<file path="src/rtl/arb8_rr_ctrl_if.sv">
`default_nettype none
// ============================================================================
//  Module      : arb8_rr_ctrl_if
//  Description : Request/grant bundle between eight requesters and the
//                round-robin arbiter. The master side drives enable and
//                requests. The slave side (the arbiter) returns the grant.
//  Revision    : 1.0 - initial release
// ============================================================================
interface arb8_rr_ctrl_if;
    logic       en;
    logic [7:0] req;
    logic [7:0] gnt;
    logic [2:0] gnt_idx;
    logic       gnt_vld;

    modport master (
        output en,
        output req,
        input  gnt,
        input  gnt_idx,
        input  gnt_vld
    );

    modport slave (
        input  en,
        input  req,
        output gnt,
        output gnt_idx,
        output gnt_vld
    );
endinterface
`default_nettype wire

</file>
<file path="src/rtl/arb8_rr_ctrl.sv">
`default_nettype none
// ============================================================================
//  Module      : arb8_rr_ctrl
//  Description : Eight-way round-robin arbiter with a registered one-hot
//                grant, its encoded index, and a bounded tenure. Under
//                contention the owner is rotated out after MAX_HOLD cycles.
//  Revision    : 1.0 - initial release
// ============================================================================
module arb8_rr_ctrl #(
    parameter int MAX_HOLD = 4
) (
    input  wire logic      clk,
    input  wire logic      rst_n,
    arb8_rr_ctrl_if.slave  bus
);

    localparam logic [0:0] IDLE  = 1'b0;
    localparam logic [0:0] GRANT = 1'b1;
    localparam logic [3:0] HOLD_LIM = 4'(MAX_HOLD);

    logic [0:0] state,    state_nx;
    logic [7:0] gnt_reg,  gnt_nx;
    logic [2:0] idx_reg,  idx_nx;
    logic       vld_reg,  vld_nx;
    logic [2:0] ptr,      ptr_nx;
    logic [3:0] cnt,      cnt_nx;

    logic [2:0] after_owner;
    logic [7:0] others;
    logic [3:0] idle_pick;
    logic [3:0] rel_pick;
    logic [3:0] rot_pick;

    // Scan r starting at 'start', wrapping 7->0. Result is {found, index}.
    // The loop runs from the farthest offset down so the nearest hit wins.
    function automatic logic [3:0] pick(input logic [7:0] r, input logic [2:0] start);
        logic [3:0] res;
        logic [2:0] idx;
        res = 4'd0;
        for (int i = 7; i >= 0; i--) begin
            idx = start + 3'(i);
            if (r[idx]) begin
                res = {1'b1, idx};
            end
        end
        return res;
    endfunction

    assign after_owner = idx_reg + 3'd1;
    assign others      = bus.req & ~gnt_reg;
    assign idle_pick   = pick(bus.req, ptr);
    assign rel_pick    = pick(bus.req, after_owner);
    assign rot_pick    = pick(others, after_owner);

    // Next-state decision: IDLE acquires, GRANT handles drop/release/rotate/hold.
    always_comb begin
        state_nx = state;
        gnt_nx   = gnt_reg;
        idx_nx   = idx_reg;
        vld_nx   = vld_reg;
        ptr_nx   = ptr;
        cnt_nx   = cnt;
        case (state)
            IDLE: begin
                if (bus.en && (|bus.req)) begin
                    gnt_nx   = 8'd1 << idle_pick[2:0];
                    idx_nx   = idle_pick[2:0];
                    vld_nx   = 1'b1;
                    cnt_nx   = 4'd1;
                    state_nx = GRANT;
                end else begin
                    gnt_nx = 8'h00;
                    idx_nx = 3'd0;
                    vld_nx = 1'b0;
                    cnt_nx = 4'd0;
                end
            end
            GRANT: begin
                if (!bus.en) begin
                    gnt_nx   = 8'h00;
                    idx_nx   = 3'd0;
                    vld_nx   = 1'b0;
                    cnt_nx   = 4'd0;
                    ptr_nx   = after_owner;
                    state_nx = IDLE;
                end else if (!bus.req[idx_reg]) begin
                    // Owner released: hand off in the same edge if anyone waits.
                    ptr_nx = after_owner;
                    if (rel_pick[3]) begin
                        gnt_nx = 8'd1 << rel_pick[2:0];
                        idx_nx = rel_pick[2:0];
                        vld_nx = 1'b1;
                        cnt_nx = 4'd1;
                    end else begin
                        gnt_nx   = 8'h00;
                        idx_nx   = 3'd0;
                        vld_nx   = 1'b0;
                        cnt_nx   = 4'd0;
                        state_nx = IDLE;
                    end
                end else if ((cnt == HOLD_LIM) && (|others)) begin
                    // Tenure exhausted under contention: force the next requester in.
                    gnt_nx = 8'd1 << rot_pick[2:0];
                    idx_nx = rot_pick[2:0];
                    vld_nx = 1'b1;
                    cnt_nx = 4'd1;
                    ptr_nx = after_owner;
                end else if (cnt != HOLD_LIM) begin
                    cnt_nx = cnt + 4'd1;
                end
            end
            default: begin
                state_nx = IDLE;
                gnt_nx   = 8'h00;
                idx_nx   = 3'd0;
                vld_nx   = 1'b0;
                cnt_nx   = 4'd0;
            end
        endcase
    end

    // State and registered outputs, cleared asynchronously on reset.
    always_ff @(posedge clk or negedge rst_n) begin
        if (!rst_n) begin
            state   <= IDLE;
            gnt_reg <= 8'h00;
            idx_reg <= 3'd0;
            vld_reg <= 1'b0;
            ptr     <= 3'd0;
            cnt     <= 4'd0;
        end else begin
            state   <= state_nx;
            gnt_reg <= gnt_nx;
            idx_reg <= idx_nx;
            vld_reg <= vld_nx;
            ptr     <= ptr_nx;
            cnt     <= cnt_nx;
        end
    end

    assign bus.gnt     = gnt_reg;
    assign bus.gnt_idx = idx_reg;
    assign bus.gnt_vld = vld_reg;

endmodule
`default_nettype wire

</file>
<file path="src/flat_wrapper.sv">
// flat-port wrapper written by rule: the top's interface ports become plain ports
module arb8_rr_ctrl_flat 
#(
    parameter int MAX_HOLD = 4
)
  (clk, rst_n, bus_en, bus_req, bus_gnt, bus_gnt_idx, bus_gnt_vld);
  arb8_rr_ctrl_if bus_i ();
  input  wire logic clk;
  input  wire logic rst_n;
  input wire logic [$bits(bus_i.en)-1:0] bus_en;
  input wire logic [$bits(bus_i.req)-1:0] bus_req;
  output wire logic [$bits(bus_i.gnt)-1:0] bus_gnt;
  output wire logic [$bits(bus_i.gnt_idx)-1:0] bus_gnt_idx;
  output wire logic [$bits(bus_i.gnt_vld)-1:0] bus_gnt_vld;
  assign bus_i.en = bus_en;
  assign bus_i.req = bus_req;
  assign bus_gnt = bus_i.gnt;
  assign bus_gnt_idx = bus_i.gnt_idx;
  assign bus_gnt_vld = bus_i.gnt_vld;
  arb8_rr_ctrl #(.MAX_HOLD(MAX_HOLD)) u_core (.clk(clk), .rst_n(rst_n), .bus(bus_i));
endmodule
</file>
<file path="config.mk">
export PLATFORM = sky130hd
export DESIGN_NAME = arb8_rr_ctrl_flat
export DESIGN_NICKNAME = d
export VERILOG_FILES = /design/src/rtl/arb8_rr_ctrl_if.sv /design/src/rtl/arb8_rr_ctrl.sv /design/src/flat_wrapper.sv
export SDC_FILE = /design/constraint.sdc
export NUM_CORES = 1
export LEC_CHECK = 0
export BUFFER_PORTS_ARGS = -buffer_cell sky130_fd_sc_hd__buf_2
export CAP_MARGIN = 10
export CORE_ASPECT_RATIO = 1.2
export CORE_MARGIN = 2
export CORE_UTILIZATION = 50
export CTS_CLUSTER_DIAMETER = 50
export DETAILED_ROUTE_END_ITERATION = 10
export GPL_TIMING_DRIVEN = 0
export PLACE_DENSITY = 0.77
export SKIP_LAST_GASP = 1
export SYNTH_ARGS = -nofsm -noshare
export SYNTH_HDL_FRONTEND = slang
export SYNTH_SLANG_ARGS = --single-unit
</file>
<file path="constraint.sdc">
create_clock -name clk -period 3.31 [get_ports clk]
set_input_delay 0.1655 -clock clk [delete_from_list [all_inputs] [get_ports clk]]
set_output_delay 0.1655 -clock clk [all_outputs]
set_load 0.02 [all_outputs]
</file>
==> summary by stage, run 1 <==
Timing
The slew at the pin closest to its max-slew limit is about 0.68 ns. The period utilization is 99.5%. The number of setup violations in the final report is 0. The count of final max-slew check failures was 0. The tightest hold path in the finished design has a slack of 0.183 ns. Measured against its own limit, the worst slew margin works out to about 55%. Across the routed clock network, the largest skew measured is 0.00253 ns. Setup repair after global routing could not meet its margin everywhere. For the finished layout, the period the worst path requires is approximately 3.3 ns.

Timing would allow up to 304 MHz. The number of endpoints with negative hold slack in the final report is 0.

Yosys
In the synthesized netlist the dominant register cell turns out to be dfrtp_1. The number of synthesized flops with an enable pin is 0. For this run, the register share of the synthesized area comes to 13.1%.

The Yosys step of the flow raised 0 warnings. The synthesized design contains 20 register bits. After synthesis, the netlist uses 75 different library cells. Synthesis produced a netlist whose cell count is ~460. The async set-or-reset flop fraction in the synthesized netlist is 100%. Counting every net in the synthesized netlist gives between 400 and 500. After synthesis the cells add up to between 3000 and 4000 um^2.

A synthesized cell averages approximately 8.4 um^2.

Global route
Entering global routing, the biggest net connects 21 pins. The leftover overflow at the end of global routing is 0. The global-route wire length before repair is about 21 mm. The number of antenna violations at the first check in global routing is 0. The via count of the first global-routing pass was around 4200. The global-route total usage across every layer is 30.8%.

Route
The number of remaining DRC errors is 0. Detailed routing inserted a total of roughly 4400 vias. The first routing iteration left between 600 and 700 violations. In the routed layout, each cell is associated on average with a via count of a little over 7. After detailed routing, the average wire length per cell comes to about 22 um. For this block, the routed nets add up to between 10 and 15 mm of wire.

The number of nets with antenna violations after routing is 0. The pre-antenna-repair detailed-routing pass consisted of 5 iterations.

Clock tree
The longest clock path from root to sink contains 2 buffers. Clock-pin slew was measured on the worst setup and hold paths at 0.08 ns. CTS placed an instance of clkbuf_8 at the clock tree root. TritonCTS built the clock tree. Counting every sink on the clock net gives 20. The clock network latency to the later pin of the worst-skew pair is about 0.27 ns.

In this run the number of H-tree levels came out at 1. The number of CTS-inserted buffers is 3.

Worst setup path
In this run the worst path has a maximum fanout of 7. The worst setup path is of the reg -> reg kind. The sort of element at the end of the critical path is a flip-flop. The sort of element at the start of the critical path is a flip-flop. Data arrives at the worst endpoint at about 3.5 ns. STA puts the critical path data required time at ~3.5 ns.

Finish
After filler insertion, the fill cell instance count of the layout stands at around 590. The register with the most flip-flops in the layout has 8 of them. Cells with a size suffix above 1 make up around 36% of the layout. The post-layout utilization of the core is about two thirds.

The final layout contains about 540 nets. The final instance count without filler cells is slightly above 600. The top cell types in the final layout, fill and taps aside, are 43 x nand2_1, 43 x buf_4, 28 x a21oi_1, 27 x buf_2, 26 x nor2_1. From synthesis to final layout, the design area changed by 24.6%. The area used by sequential logic in the layout is 504 um^2. The multi-input combinational cells in the finished layout cover a total of about 3300 um^2.

The finished cells cover ~4700 um^2. The antenna diode instance count is 0.

Placed design
The HPWL after detailed placement is ~9.6 mm. The count of buffers added on input and output ports is 22. In this run the cell area measured after placement is approximately 4000 um^2. The final weighted congestion of routability-driven global placement is about 1.

After detailed placement, the design holds a cell count of about 570.

Job
Max-cap violations in this run came to 0.

Floorplanning
The die boundary width is 83.7 um. The effective utilization at floorplan is around 52%. In this run the vertical extent of the chip is ~100 um. 23 I/O pins were placed. Row generation in the floorplan step produced 34 rows. The standard cell core area is ~7300 um^2. The die covers between 8000 and 9000 um^2.

Status
The run finished with clean final reports.

Worst hold path
In this run the worst hold path is classified as in -> reg.
==> path summary, 6_finish.rpt <==
check                      slack, ns  cells past startpoint                     to                  start
max reg2reg                     0.02                     11      u_core.bus.gnt[3]  u_core.bus.gnt_idx[0]
max in group asynchronous       2.60                      2  u_core.bus.gnt_idx[0]                  rst_n
min in group asynchronous       0.38                      2          u_core.cnt[3]                  rst_n
min                             0.18                      2          u_core.cnt[0]                 bus_en
max                             0.02                     11      u_core.bus.gnt[3]  u_core.bus.gnt_idx[0]
min reg2reg                     0.50                      2     u_core.bus.gnt_vld     u_core.bus.gnt_vld
==> layout make-up <==
type,instances,share of cell area [%]
Inverter,21,1.90
Sequential cell,20,10.6
Multi-Input combinational cell,382,70.1
Buffer,30,4.03
Timing Repair Buffer,63,9.48
Clock inverter,1,0.632
Clock buffer,3,0.869
Tap cell,90,2.37
==> per-layer routing <==
metal / up-vias / wire length [um] / track usage (%)
met5: - / 0 / 0
met4: 0 / 659 / 15.1
met3: 71 / 1280 / 3.73
met2: 316 / 6620 / 51.6
met1: 2112 / 5020 / 39.5
li1: 1928 / - / -
==> cell families after synthesis <==
family / Yosys count / share of synthesized area, %
compound gates: 155 / 29.9
simple gates: 148 / 19.1
mux: 66 / 26.6
buf+inv: 54 / 6.63
flops: 20 / 13.1
xor+xnor: 7 / 2.56
fa+ha+maj: 6 / 1.97
==> worst max-delay path, stage by stage, from the launching register on <==
cell and delay [ns]:
dfrtp_2 0.41, clkinv_4 0.08, ha_4 0.36, clkbuf_16 0.17, mux2_4 0.31, mux4_2 0.52, buf_4 0.17, nor4_2 0.18
o31ai_1 0.15, o21ai_2 0.35, o22ai_2 0.15, a221o_1 0.34
==> metrics by stage <==
step,TNS (ns),setup slack [ns]
2_1_floorplan,0,0.0281
3_3_place_gp,-3.75,-0.432
3_5_place_dp,-4.56,-0.548
4_1_cts,0,0.0000631
5_1_grt,-0.353,-0.0701
6_report,0,0.0167
==> what timing repair did <==
| action | in CTS | in global routing |
|---|---|---|
| gates cloned | 0 | 1 |
| setup endpoints to repair | 11 | 11 |
| pin swaps | 8 | 22 |
| hold buffers | 1 | 0 |
| setup buffers | 13 | 26 |
| endpoints found under the hold margin | 20 | 0 |
| gates resized for setup | 38 | 39 |
==> synth_stat cells, types with 7 or more instances <==
master | instances | area share [%]
dfrtp_1 | 20 | 13
a221oi_1 | 9 | 2.1
buf_2 | 10 | 1.3
nor2_1 | 29 | 2.9
o22ai_1 | 7 | 1.1
o21ai_0 | 21 | 2.8
nand2b_1 | 12 | 2.0
mux4_2 | 24 | 14
a22oi_1 | 9 | 1.8
clkbuf_1 | 16 | 1.6
mux2_2 | 18 | 5.3
nor3_1 | 13 | 1.7
nand2_1 | 43 | 4.2
nor2b_1 | 12 | 2.0
mux2i_1 | 20 | 5.3
inv_1 | 17 | 1.7
a21oi_1 | 28 | 3.7
o211ai_1 | 9 | 1.8
nand3_1 | 11 | 1.4
Power of run 1 is not shown: default switching activity piles up to over one toggle a cycle in this logic, so the estimate is an artifact.
==> run 2: changes to the inputs <==
--- a/config.mk
+++ b/config.mk
@@ -5,6 +5,7 @@
 export SDC_FILE = /design/constraint.sdc
 export NUM_CORES = 1
 export LEC_CHECK = 0
+export ABC_AREA = 1
 export BUFFER_PORTS_ARGS = -buffer_cell sky130_fd_sc_hd__buf_2
 export CAP_MARGIN = 10
 export CORE_ASPECT_RATIO = 1.2
@@ -13,7 +14,7 @@
 export CTS_CLUSTER_DIAMETER = 50
 export DETAILED_ROUTE_END_ITERATION = 10
 export GPL_TIMING_DRIVEN = 0
-export PLACE_DENSITY = 0.77
+export PLACE_DENSITY = 0.78
 export SKIP_LAST_GASP = 1
 export SYNTH_ARGS = -nofsm -noshare
 export SYNTH_HDL_FRONTEND = slang
==> summary by stage, run 2 <==
Floorplanning
The effective utilization at floorplan is 50.9% (-1.2 points). The floorplan die area came to 7150 um^2 (-14%). The number of placement rows was 32 (-5.9%). The boundary pin count is 23 (unchanged). The standard cell core area is 6370 um^2 (-13%). The vertical extent of the die is 92.2 um (-7.5%).

The die boundary width is 77.5 um (-7.4%).

Placed design
The final weighted congestion of routability-driven global placement is 0.945 (-3.0%). The number of buffer cells added on primary ports was 19 (-14%). The HPWL after detailed placement was 7.82 mm (-19%). The placed cell area came to 3440 um^2 (-15%).

Timing
The final total negative setup slack is 0 ns (unchanged). The highest achievable clock rate came to 330 MHz (+8.8%). The largest clock skew in the final design was 0.00187 ns (-0.000653 ns). The slew at the pin closest to its max-slew limit came to 0.580 ns (-0.0963 ns).

The number of setup violations in the final report is 0 (unchanged). Setup repair after global routing left no endpoint under its margin. The worst max-slew margin expressed relative to the limit was 61.0% (+6.5 points). The number of endpoints with negative hold slack in the final report is 0 (unchanged). The period utilization is 91.5% (-8.0 points).

The count of final max-slew check failures was 0 (unchanged). The minimum clock period after layout is 3.03 ns (-0.265 ns).

Yosys
By area the synthesized netlist is led by nand2_1 24%, nand3_1 18%, dfrtp_1 15%. The post-synthesis area per instance is 5.55 um^2 (-34%). The share of the synthesized area in the top cell type is 23.6% (+9.4 points). The async set-or-reset flop fraction in the synthesized netlist came to 100% (unchanged). In the post-synthesis netlist, the cell with the most instances is nand2_1. The yosys synthesis warning count was 0 (unchanged). The sequential area share after synthesis is 15.4% (+2.3 points). The commonest cells after synthesis are 204 x nand2_1, 115 x nand3_1, 68 x inv_1.

The distinct cell type count of the synthesized netlist is 38 (-49%). The biggest area contributor in the post-synthesis netlist is nand2_1. The primary flip-flop cell chosen by synthesis mapping is dfrtp_1. The mapped cell area was 3240 um^2 (-15%). The number of synthesized flops with an enable pin is 0 (unchanged).

The total of flip-flops plus latches after synthesis is 20 (unchanged). The total nets after synthesis is 601 (+27%). The number of instances in the synthesized netlist is 584 (+28%).

Global route
The via count of the first global-routing pass came to 3534 (-15%). The leftover overflow at the end of global routing came to 0 (unchanged). The pin count of the biggest net entering global routing is 21 (unchanged). The global-route wire length before repair is 16.2 mm (-22%). The global-route total usage across every layer is 27.7% (-3.1 points). The number of antenna violations at the first check in global routing is 0 (unchanged).

Worst setup path
The maximum fanout along the worst path is 10 (+3). STA classifies the critical path startpoint as a flip-flop. The most repeated library cell on the critical path is nand2_1.

The endpoint identified for the worst register-to-register timing path is u_core.bus.gnt[0]. Walking the worst path, the cells encountered are inv_2 > buf_4 > ha_1 > buf_6 > inv_6 > nand2_2 > nand2_2 > buf_6 > nand3_1 > nand3_2 > nand2_2 > a21oi_1 > nand2_1 > nand2_1 > nand2_1 > nand2_1 > nand2_1 > nand2_1 > nand2_1 > nand3_1 > nand3_1 > a21oi_2. The critical path in this run is classified as reg -> reg. The reg2reg setup slack came to 0.28 ns (+0.27 ns). The dominant delay contributor by cell family on the critical path is simple AND/OR/NAND/NOR gates. The slowest stage of the critical path is the dfrtp_2 cell. The largest stage delay on the critical path is 0.47 ns (-0.05 ns). The worst setup path is captured at a flip-flop. The startpoint of the worst register-to-register path is u_core.bus.gnt_idx[0].

The number of cells on the worst reg-to-reg path came to 22 (+11). The endpoint required time on the critical path is 3.51 ns (+0.05 ns). The worst path buffer plus inverter count is 5 (+2). The data arrival at the endpoint of the critical path is 3.23 ns (-0.22 ns).

Route
The post-detailed-route wirelength per cell is 14.1 um (-36%). The average via count per standard cell is 5.57 (-23%). The iteration count of the initial detailed-routing pass was 5 (unchanged). The number of remaining DRC errors is 0 (unchanged). The number of nets with antenna violations after routing came to 0 (unchanged). The total via count after detailed routing was 3860 (-13%). The DRC marker count from the first detailed-route iteration came to 291 (-53%). The final wirelength is 9.80 mm (-28%).

Worst hold path
The cell depth of the worst min-delay path is 3 (+1). The launch instance of the worst min-delay path is bus_en. The worst-case hold path end point is u_core.bus.gnt_vld. The min-delay analysis places its worst path in the category in -> reg.

Finish
The library cell used most frequently in the layout, excluding fill and tap cells, is nand2_1. The antenna diode instance count is 0 (unchanged). Leaving out fill and tap cells, the most frequent cells in the layout are 204 x nand2_1, 115 x nand3_1, 68 x inv_1, 31 x nor2_1, 28 x nand2_2. The count of nets after finishing is 626 (+16%). The final instance area is 3510 um^2 (-26%).

The flip-flop count of the largest register, all copies and words added came to 8 (unchanged). The fraction of final layout cells sized beyond drive strength 1 came to 17.4% (-19 points). The area growth from synthesis to layout is 8.26%.

Clock tree
The number of buffers on the longest clock path is 2 (unchanged). The H-tree depth came to 1 (unchanged). In this run the clock root is driven by a clkbuf_8. The clock tree from TritonCTS is built. The clock network latency to the later pin of the worst-skew pair came to 0.26 ns (about the same). The clock transition at the registers of the reported paths is 0.07 ns (about the same). The number of clock sinks is 20 (unchanged). The number of CTS-inserted buffers is 3 (unchanged).

Status
The flow ran to the end, and the final reports show no timing, DRC or antenna violations.

Job
The number of maximum-capacitance constraint violations is 0 (unchanged).
## run 2: final cells by class
| type | instances | area, um^2 |
|---|---|---|
| Sequential cell | 20 | 502 |
| Inverter | 81 | 314 |
| Clock buffer | 4 | 55.1 |
| Buffer | 17 | 151 |
| Tap cell | 85 | 106 |
| Timing Repair Buffer | 20 | 105 |
| Fill cell | 649 | 2860 |
| Multi-Input combinational cell | 466 | 2280 |
## run 2: repair_timing
item / 4_1_cts / 5_1_grt
hold buffers: 1 / 0
setup buffers: 0 / 0
gates resized for setup: 0 / 1
hold endpoints to repair: 20 / 0
setup endpoints to repair: 0 / 4
## run 2: worst max path at each step
stage | to | slack [ns] | depth (start not counted) | start
after floorplan | u_core.bus.gnt[6] | 0.67 | 24 | u_core.bus.gnt_idx[0]
after global placement | u_core.bus.gnt[0] | 0.32 | 22 | u_core.bus.gnt_idx[0]
after CTS | u_core.bus.gnt[0] | 0.25 | 22 | u_core.bus.gnt_idx[0]
final | u_core.bus.gnt[0] | 0.28 | 22 | u_core.bus.gnt_idx[0]
after global routing | u_core.bus.gnt[1] | 0.05 | 22 | u_core.bus.gnt_idx[0]
after detailed placement | u_core.bus.gnt[0] | 0.27 | 22 | u_core.bus.gnt_idx[0]
## run 2: metrics by stage
stage | cells | hold slack (ns) | worst slack (ns) | utilization (%)
2_1_floorplan | 584 | -0.130 | 0.672 | -
3_3_place_gp | 688 | 0.133 | 0.325 | 54.1
3_5_place_dp | 688 | 0.140 | 0.270 | 54.1
4_1_cts | 693 | 0.200 | 0.249 | 55.1
5_1_grt | 693 | 0.237 | 0.0456 | 55.1
6_report | 693 | 0.192 | 0.282 | 55.1
## run 2: metal layers
metal	vias up	track usage, %	part of all wire [%]
met5	-	0	0
met3	18	1.18	4.9
met4	0	5.65	1.8
met1	1771	35.5	45
met2	150	51.2	49
li1	1921	-	-
## run 2: cell families (layout without fill, tap and decap cells)
| family | count (synthesis) | after routing | synth area share (%) |
|---|---|---|---|
| buffers and inverters | 98 | 122 | 14.4 |
| and+or+nand+nor | 398 | 398 | 55.7 |
| DFF | 20 | 20 | 15.4 |
| adders and majority gates | 6 | 6 | 2.32 |
| AOI/OAI and AO/OA | 58 | 58 | 10.8 |
| xor gates and xnor gates | 4 | 4 | 1.31 |
## run 2: tightest hold or removal path, stage by stage
cell     delay, ns
buf_2         0.11
nand2_1       0.09
nor2_1        0.05
Power of run 2 is left out for the same reason.
